### src/rtl/keccak_hash_arbiter.sv
// keccak_hash_arbiter
// -------------------
// Shares one Keccak512 hash core (padder + f_permutation, 64-bit word input)
// between NREQ requesters. One requester owns the core per message. Owners
// are chosen in round-robin order. The core is given a one-cycle reset before
// each message so that the padder starts clean. The owner's words are streamed
// into the core, and the digest is returned to the owner with a one-cycle
// strobe.
//
// Ports
//   clk, reset        system clock, asynchronous active-high reset
//   req_valid[k]      requester k presents a word
//   req_data          requester k word in slice [k*IW +: IW]
//   req_last[k]       presented word is the final word of the message
//   req_bytes         requester k valid byte count in slice [k*4 +: 4]
//   req_ack[k]        word of requester k consumed this cycle (one-hot)
//   rsp_valid[k]      one-cycle digest strobe to requester k (one-hot)
//   rsp_hash          last captured digest, held until the next capture
//   busy              core owned by a requester
//   grant_id          index of the current owner (meaningful while busy)
//   core_reset        reset pulse to the hash core
//   core_in, core_in_ready, core_is_last, core_byte_num   word port to core
//   core_buffer_full  core padder cannot take a word this cycle
//   core_out, core_out_ready                              digest from core

module keccak_hash_arbiter #(
  parameter int NREQ = 4,
  parameter int IW   = 64,
  parameter int HW   = 512,
  parameter int IDW  = 3
) (
  input  logic              clk,
  input  logic              reset,
  input  logic [NREQ-1:0]   req_valid,
  input  logic [NREQ*IW-1:0] req_data,
  input  logic [NREQ-1:0]   req_last,
  input  logic [NREQ*4-1:0] req_bytes,
  output logic [NREQ-1:0]   req_ack,
  output logic [NREQ-1:0]   rsp_valid,
  output logic [HW-1:0]     rsp_hash,
  output logic              busy,
  output logic [IDW-1:0]    grant_id,
  output logic              core_reset,
  output logic [IW-1:0]     core_in,
  output logic              core_in_ready,
  output logic              core_is_last,
  output logic [3:0]        core_byte_num,
  input  logic              core_buffer_full,
  input  logic [HW-1:0]     core_out,
  input  logic              core_out_ready
);

  typedef enum logic [2:0] {
    S_IDLE,
    S_CLR,
    S_FEED,
    S_WAIT,
    S_RESP
  } state_t;

  state_t           state;
  state_t           state_nxt;
  logic [IDW-1:0]   rr_ptr;
  logic [IDW-1:0]   rr_ptr_nxt;

  // Round-robin search
  // The request vector is rotated so that bit 0 is the requester at rr_ptr.
  // The lowest set bit in the rotated vector is the winner. Its offset is
  // then added back to rr_ptr, modulo NREQ.
  logic [2*NREQ-1:0] req_dbl;
  logic [NREQ-1:0]   req_rot;
  logic              found;
  logic [IDW:0]      win_off;
  logic [IDW:0]      win_sum;
  logic [IDW-1:0]   win_id;

  // NOTE: every signal assigned in an always_comb block gets a default value
  // at the top of the block. Without that default, a path that does not
  // assign the signal infers a latch.
  always_comb begin
    req_dbl = {req_valid, req_valid};
    req_rot = NREQ'(req_dbl >> rr_ptr);
    found   = 1'b0;
    win_off = '0;
    // The loop runs downward, so the lowest set offset is the last one written.
    for (int j = NREQ - 1; j >= 0; j--) begin
      if (req_rot[j]) begin
        found   = 1'b1;
        win_off = (IDW + 1)'(j);
      end
    end
    win_sum = {1'b0, rr_ptr} + win_off;
    if (win_sum >= (IDW + 1)'(NREQ)) begin
      win_sum = win_sum - (IDW + 1)'(NREQ);
    end
    win_id = win_sum[IDW-1:0];
  end

  // Owner slice selection
  // The comparison loop avoids indexing the vectors with grant_id, which is
  // wider than log2(NREQ) bits.
  logic [NREQ-1:0] grant_onehot;
  logic            sel_valid;
  logic            sel_last;
  logic [IW-1:0]   sel_data;
  logic [3:0]      sel_bytes;

  always_comb begin
    grant_onehot = '0;
    sel_valid    = 1'b0;
    sel_last     = 1'b0;
    sel_data     = '0;
    sel_bytes    = '0;
    for (int k = 0; k < NREQ; k++) begin
      if (grant_id == IDW'(k)) begin
        grant_onehot[k] = 1'b1;
        sel_valid       = req_valid[k];
        sel_last        = req_last[k];
        sel_data        = req_data[k*IW +: IW];
        sel_bytes       = req_bytes[k*4 +: 4];
      end
    end
  end

  // The next round-robin start is one past the owner that was just served.
  assign rr_ptr_nxt = (grant_id == IDW'(NREQ - 1)) ? '0 : grant_id + IDW'(1);

  // FSM: next state and outputs
  always_comb begin
    state_nxt     = state;
    req_ack       = '0;
    rsp_valid     = '0;
    core_in       = '0;
    core_in_ready = 1'b0;
    core_is_last  = 1'b0;
    core_byte_num = '0;
    // The core is also held in reset while the block itself is in reset.
    core_reset    = reset;
    unique case (state)
      S_IDLE: begin
        if (found) state_nxt = S_CLR;
      end
      S_CLR: begin
        core_reset = 1'b1;
        state_nxt  = S_FEED;
      end
      S_FEED: begin
        core_in       = sel_data;
        core_is_last  = sel_last;
        core_byte_num = sel_bytes;
        core_in_ready = sel_valid & ~core_buffer_full;
        req_ack       = grant_onehot & {NREQ{core_in_ready}};
        if (core_in_ready && sel_last) state_nxt = S_WAIT;
      end
      S_WAIT: begin
        if (core_out_ready) state_nxt = S_RESP;
      end
      S_RESP: begin
        rsp_valid = grant_onehot;
        state_nxt = S_IDLE;
      end
      default: state_nxt = S_IDLE;
    endcase
  end

  assign busy = (state != S_IDLE);

  // NOTE: sequential state uses non-blocking assignments only. All registers
  // therefore update together on the clock edge, whatever order the
  // statements appear in.
  // NOTE: rsp_hash is a wide register, but it is still reset. Requesters can
  // see its value, so after a reset it must read as zero rather than as the
  // digest of an aborted message.
  always_ff @(posedge clk or posedge reset) begin
    if (reset) begin
      state    <= S_IDLE;
      rr_ptr   <= '0;
      grant_id <= '0;
      rsp_hash <= '0;
    end else begin
      state <= state_nxt;
      if (state == S_IDLE && found)          grant_id <= win_id;
      if (state == S_WAIT && core_out_ready) rsp_hash <= core_out;
      if (state == S_RESP)                   rr_ptr   <= rr_ptr_nxt;
    end
  end

endmodule
### config.mk
export PLATFORM = sky130hd
export DESIGN_NAME = keccak_hash_arbiter
export DESIGN_NICKNAME = d
export VERILOG_FILES = /design/src/rtl/keccak_hash_arbiter.sv
export SDC_FILE = /design/constraint.sdc
export NUM_CORES = 1
export LEC_CHECK = 0
export ABC_AREA = 1
export CORE_AREA = 2 2 544 546
export CTS_CLUSTER_DIAMETER = 60
export CTS_CLUSTER_SIZE = 24
export DETAILED_ROUTE_END_ITERATION = 6
export DIE_AREA = 0 0 546 548
export GPL_ROUTABILITY_DRIVEN = 0
export PLACE_DENSITY_LB_ADDON = 0.1
export SLEW_MARGIN = 0
export SYNTH_ARGS = -nofsm -noshare
export SYNTH_HDL_FRONTEND = slang
export SYNTH_SLANG_ARGS = --single-unit
### constraint.sdc
create_clock -name clk -period 31 [get_ports clk]
set_input_delay 3.1 -clock clk [delete_from_list [all_inputs] [get_ports clk]]
set_output_delay 3.1 -clock clk [all_outputs]
set_load 0.1 [all_outputs]
==> impl_metrics.csv <==
group,metric,value,unit
status,status,"finished clean",
timing,clock_skew,0.02532,ns
clocking,clk_pin_slew,0.05,ns
place,dpl-instance-area,40440,sq um
route,drcViolationCount,0,
grt,globalRoute.busiestLayer,"met2",
clocking,post_cts.repair.setup_buffers,0,
worst_setup_path,timing.reg2reg.setup_slack,26.19,ns
min_path,min_path_type,"reg -> reg",
timing,fin_tns_setup,0,ns
clocking,insertion_delay,0.80,ns
floorplanning,dieArea,299200,sq um
clocking,clockRootBuffer,"sky130_fd_sc_hd__clkbuf_16",
clocking,post_cts.resized_instances,0,
place,place.detailed.hpwl,144.9,mm
cells_and_area,fill_cells,33320,
cells_and_area,fin_nets,4930,
grt,grt_first_pass_wirelength,242.0,mm
grt,number_of_global_route_vias_before_repair,26020,
yosys,post_synth.cell_area_avg,8.076,sq um
grt,met2_usage,0.2120,
yosys,fraction_of_post_synthesis_cell_area_in_the_top_cell_type_by_area,0.5847,
worst_setup_path,cp_num_buf_inv,3,
yosys,ys_async_sr_fraction,1.000,
worst_setup_path,cp_cell_sequence,"clkdlybuf4s50_1 -> nand3_1 -> nand2_1 -> inv_1 -> a21oi_1 -> nand2_1 -> nor2_1 -> clkdlybuf4s50_1",
yosys,top_cells_by_count_synth,"sky130_fd_sc_hd__nand2_1, sky130_fd_sc_hd__dfrtp_1, sky130_fd_sc_hd__nand3_1",
yosys,syn-cell-area,22300,sq um
route,first_pass_iters,5,
floorplanning,initial_utilization,0.07609,
clocking,htree_levels,3,
yosys,ys_types,24,
yosys,synthFlopType,"sky130_fd_sc_hd__dfrtp_1",
cells_and_area,syn_to_final_growth,98.75,%
grt,grtUsageMet1,0.1138,
grt,grtUsageTotal,0.1172,
grt,grt.met3_usage,0.06602,
timing,timing.final.crit_period,9.180,ns
clocking,cts-buffers-inserted,108,
timing,grt_setup_unrepaired,"false",
worst_setup_path,critPathRequiredTime,27.90,ns
route,via_count_of_the_routed_design,24410,
floorplanning,placeableCoreArea,293100,sq um
yosys,netlist.top_cell.by_area,"sky130_fd_sc_hd__dfrtp_1",
grt,grt_max_degree,113,
grt,grt_antenna_before_repair,126,
timing,finalHoldViolations,0,
yosys,post_synth_inst_count,2761,
timing,final-max-slew-violation-count,0,
worst_setup_path,timing.critical_path.max_delay_family,"buffers and inverters",
worst_setup_path,worst_path_cell_with_the_longest_stage_delay,"sky130_fd_sc_hd__clkdlybuf4s50_1",
cells_and_area,final_cell_area,44320,sq um
timing,post-route-period-util,0.2961,
floorplanning,num_io_pins,1391,
route,post_drt_via_cell_ratio,2.991,
min_path,worstHoldPathCells,2,
worst_setup_path,critical_path_depth,8,
yosys,synthTopCellsByArea,"sky130_fd_sc_hd__dfrtp_1, sky130_fd_sc_hd__nand2_1, sky130_fd_sc_hd__nand3_1",
worst_setup_path,worst_endpoint_data_arrival_time,6.08,ns
clocking,tritoncts,"yes",
floorplanning,die_height,548,um
route,finalWirelength,181.7,mm
worst_setup_path,worstSetupPathType,"in -> out",
yosys,synth_sequential_area_ratio,0.5847,
timing,slew_headroom,0.1618,
floorplanning,die_boundary_width,546,um
timing,maxClockFrequency,0.1089,GHz
route,drt-wirelength-per-cell,22.27,um
clocking,tritoncts_num_sinks,521,
route,drt-initial-drc-count,1153,
yosys,synth_warnings,0,
flow_run,max_cap_viols,0,
floorplanning,core.rowCount,199,
worst_setup_path,worst-path-max-fanout,5,
timing,final_setup_viols,0,
place,numPortBuffers,1390,
timing,timing_worst_slew_pin_value,1.253,ns
worst_setup_path,endpoint_kind,"output port",
route,drtAntennaViolNets,0,
yosys,synth.most_common_cell,"sky130_fd_sc_hd__nand2_1",
worst_setup_path,worst_path_largest_cell_delay,1.16,ns
grt,grt_overflow,0,
clocking,cts_hold_buf,0,
yosys,postSynthRegisterBits,521,
yosys,synth.net_count,3564,
worst_setup_path,rr_worst_depth,9,
yosys,synth_enable_flop_cells,0,
clocking,clk_path_buf_depth,4,
cells_and_area,drive_gt1_frac,0.06390,
worst_setup_path,cp-start-kind,"input pin",
metal layers:
metal	vias to the layer above	routed length (um)
li1	11430	-
met1	11440	62260
met2	1157	92760
met3	313	22100
met4	74	4112
met5	-	469
layout make-up:
type / count / area (sq um) / area share
diodes: 31 / 77.57 / 0.001750
clock buffers: 137 / 2992 / 0.06751
clock inverters: 56 / 812.0 / 0.01832
multi-input cells: 2041 / 8272 / 0.1867
well taps: 3919 / 4903 / 0.1106
flip-flops and latches: 521 / 13040 / 0.2942
inverters: 29 / 123.9 / 0.002795
repair buffers: 1426 / 14100 / 0.3181
state kept, by name, summed over array words and instances (netlist names):
name	count
state	3
rsp_hash	512
rr_ptr	3
grant_id	3
placed cells by master (no fill, tap or decap):
| cell type | instances |
|---|---|
| sky130_fd_sc_hd__buf_4 | 74 |
| sky130_fd_sc_hd__o31ai_1 | 1 |
| sky130_fd_sc_hd__diode_2 | 31 |
| sky130_fd_sc_hd__clkinv_8 | 3 |
| sky130_fd_sc_hd__a21oi_1 | 72 |
| sky130_fd_sc_hd__o21ai_0 | 116 |
| sky130_fd_sc_hd__bufinv_16 | 17 |
| sky130_fd_sc_hd__clkbuf_1 | 11 |
| sky130_fd_sc_hd__inv_2 | 3 |
| sky130_fd_sc_hd__nor3_2 | 1 |
| sky130_fd_sc_hd__nand2_4 | 2 |
| sky130_fd_sc_hd__a21boi_0 | 1 |
| sky130_fd_sc_hd__inv_6 | 4 |
| sky130_fd_sc_hd__o21ai_1 | 31 |
| sky130_fd_sc_hd__ha_1 | 6 |
| sky130_fd_sc_hd__clkbuf_8 | 18 |
| sky130_fd_sc_hd__clkinv_4 | 4 |
| sky130_fd_sc_hd__o211ai_1 | 1 |
| sky130_fd_sc_hd__inv_16 | 1 |
| sky130_fd_sc_hd__nand2_1 | 1638 |
| sky130_fd_sc_hd__clkbuf_16 | 108 |
| sky130_fd_sc_hd__nand3_1 | 151 |
| sky130_fd_sc_hd__nor2_1 | 13 |
| sky130_fd_sc_hd__inv_1 | 24 |
| sky130_fd_sc_hd__buf_12 | 1 |
| sky130_fd_sc_hd__fa_1 | 1 |
| sky130_fd_sc_hd__clkdlybuf4s50_1 | 1351 |
| sky130_fd_sc_hd__nor3_1 | 1 |
| sky130_fd_sc_hd__o21bai_1 | 1 |
| sky130_fd_sc_hd__inv_8 | 2 |
| sky130_fd_sc_hd__nor2_4 | 3 |
| sky130_fd_sc_hd__clkinvlp_4 | 11 |
| sky130_fd_sc_hd__dfrtp_1 | 521 |
| sky130_fd_sc_hd__nand2_8 | 1 |
| sky130_fd_sc_hd__nor4_1 | 1 |
| sky130_fd_sc_hd__clkinv_2 | 16 |
metrics by stage:
| stage | hold WS, ns | instances | setup slack (ns) | util |
|---|---|---|---|---|
| floorplan | 0.4736 | 2761 | 9.328 | - |
| global placement | 0.4613 | 7936 | 21.68 | 0.1380 |
| detailed placement | 0.4636 | 7936 | 21.77 | 0.1380 |
| CTS | 0.4776 | 8129 | 21.76 | 0.1510 |
| global route | 0.4828 | 8138 | 21.80 | 0.1510 |
| finish | 0.4727 | 8160 | 21.82 | 0.1512 |
worst register-to-register path: cells and delay by family, from the launching register on:
family,cells,cell delay [ns]
buffers and inverters,5,3.02
AND/OR/NAND/NOR,4,1.31
flip-flops,1,0.40
worst paths after layout:
check / endpoint / start
min in group asynchronous: rsp_hash[256] / reset
max in group asynchronous: rsp_hash[370] / reset
max: req_ack[0] / req_valid[2]
min: rsp_hash[371] / rsp_hash[371]
max reg2reg: rsp_hash[165] / state[0]
min reg2reg: rsp_hash[371] / rsp_hash[371]
cells by family (layout without fill, tap and decap cells):
logic type / after synthesis / in the layout / synth area share
AND/OR/NAND/NOR: 1811 / 1811 / 0.3145
AO/OA/AOI/OAI: 223 / 223 / 0.05050
other: 0 / 31 / 0
adder cells (fa/ha/maj): 7 / 7 / 0.004265
buffers and inverters: 199 / 1648 / 0.04607
flip-flops: 521 / 521 / 0.5847
Power is left out: the tool's default activity adds up to more than one toggle a clock period on the data nets, which glitch-free logic cannot reach.
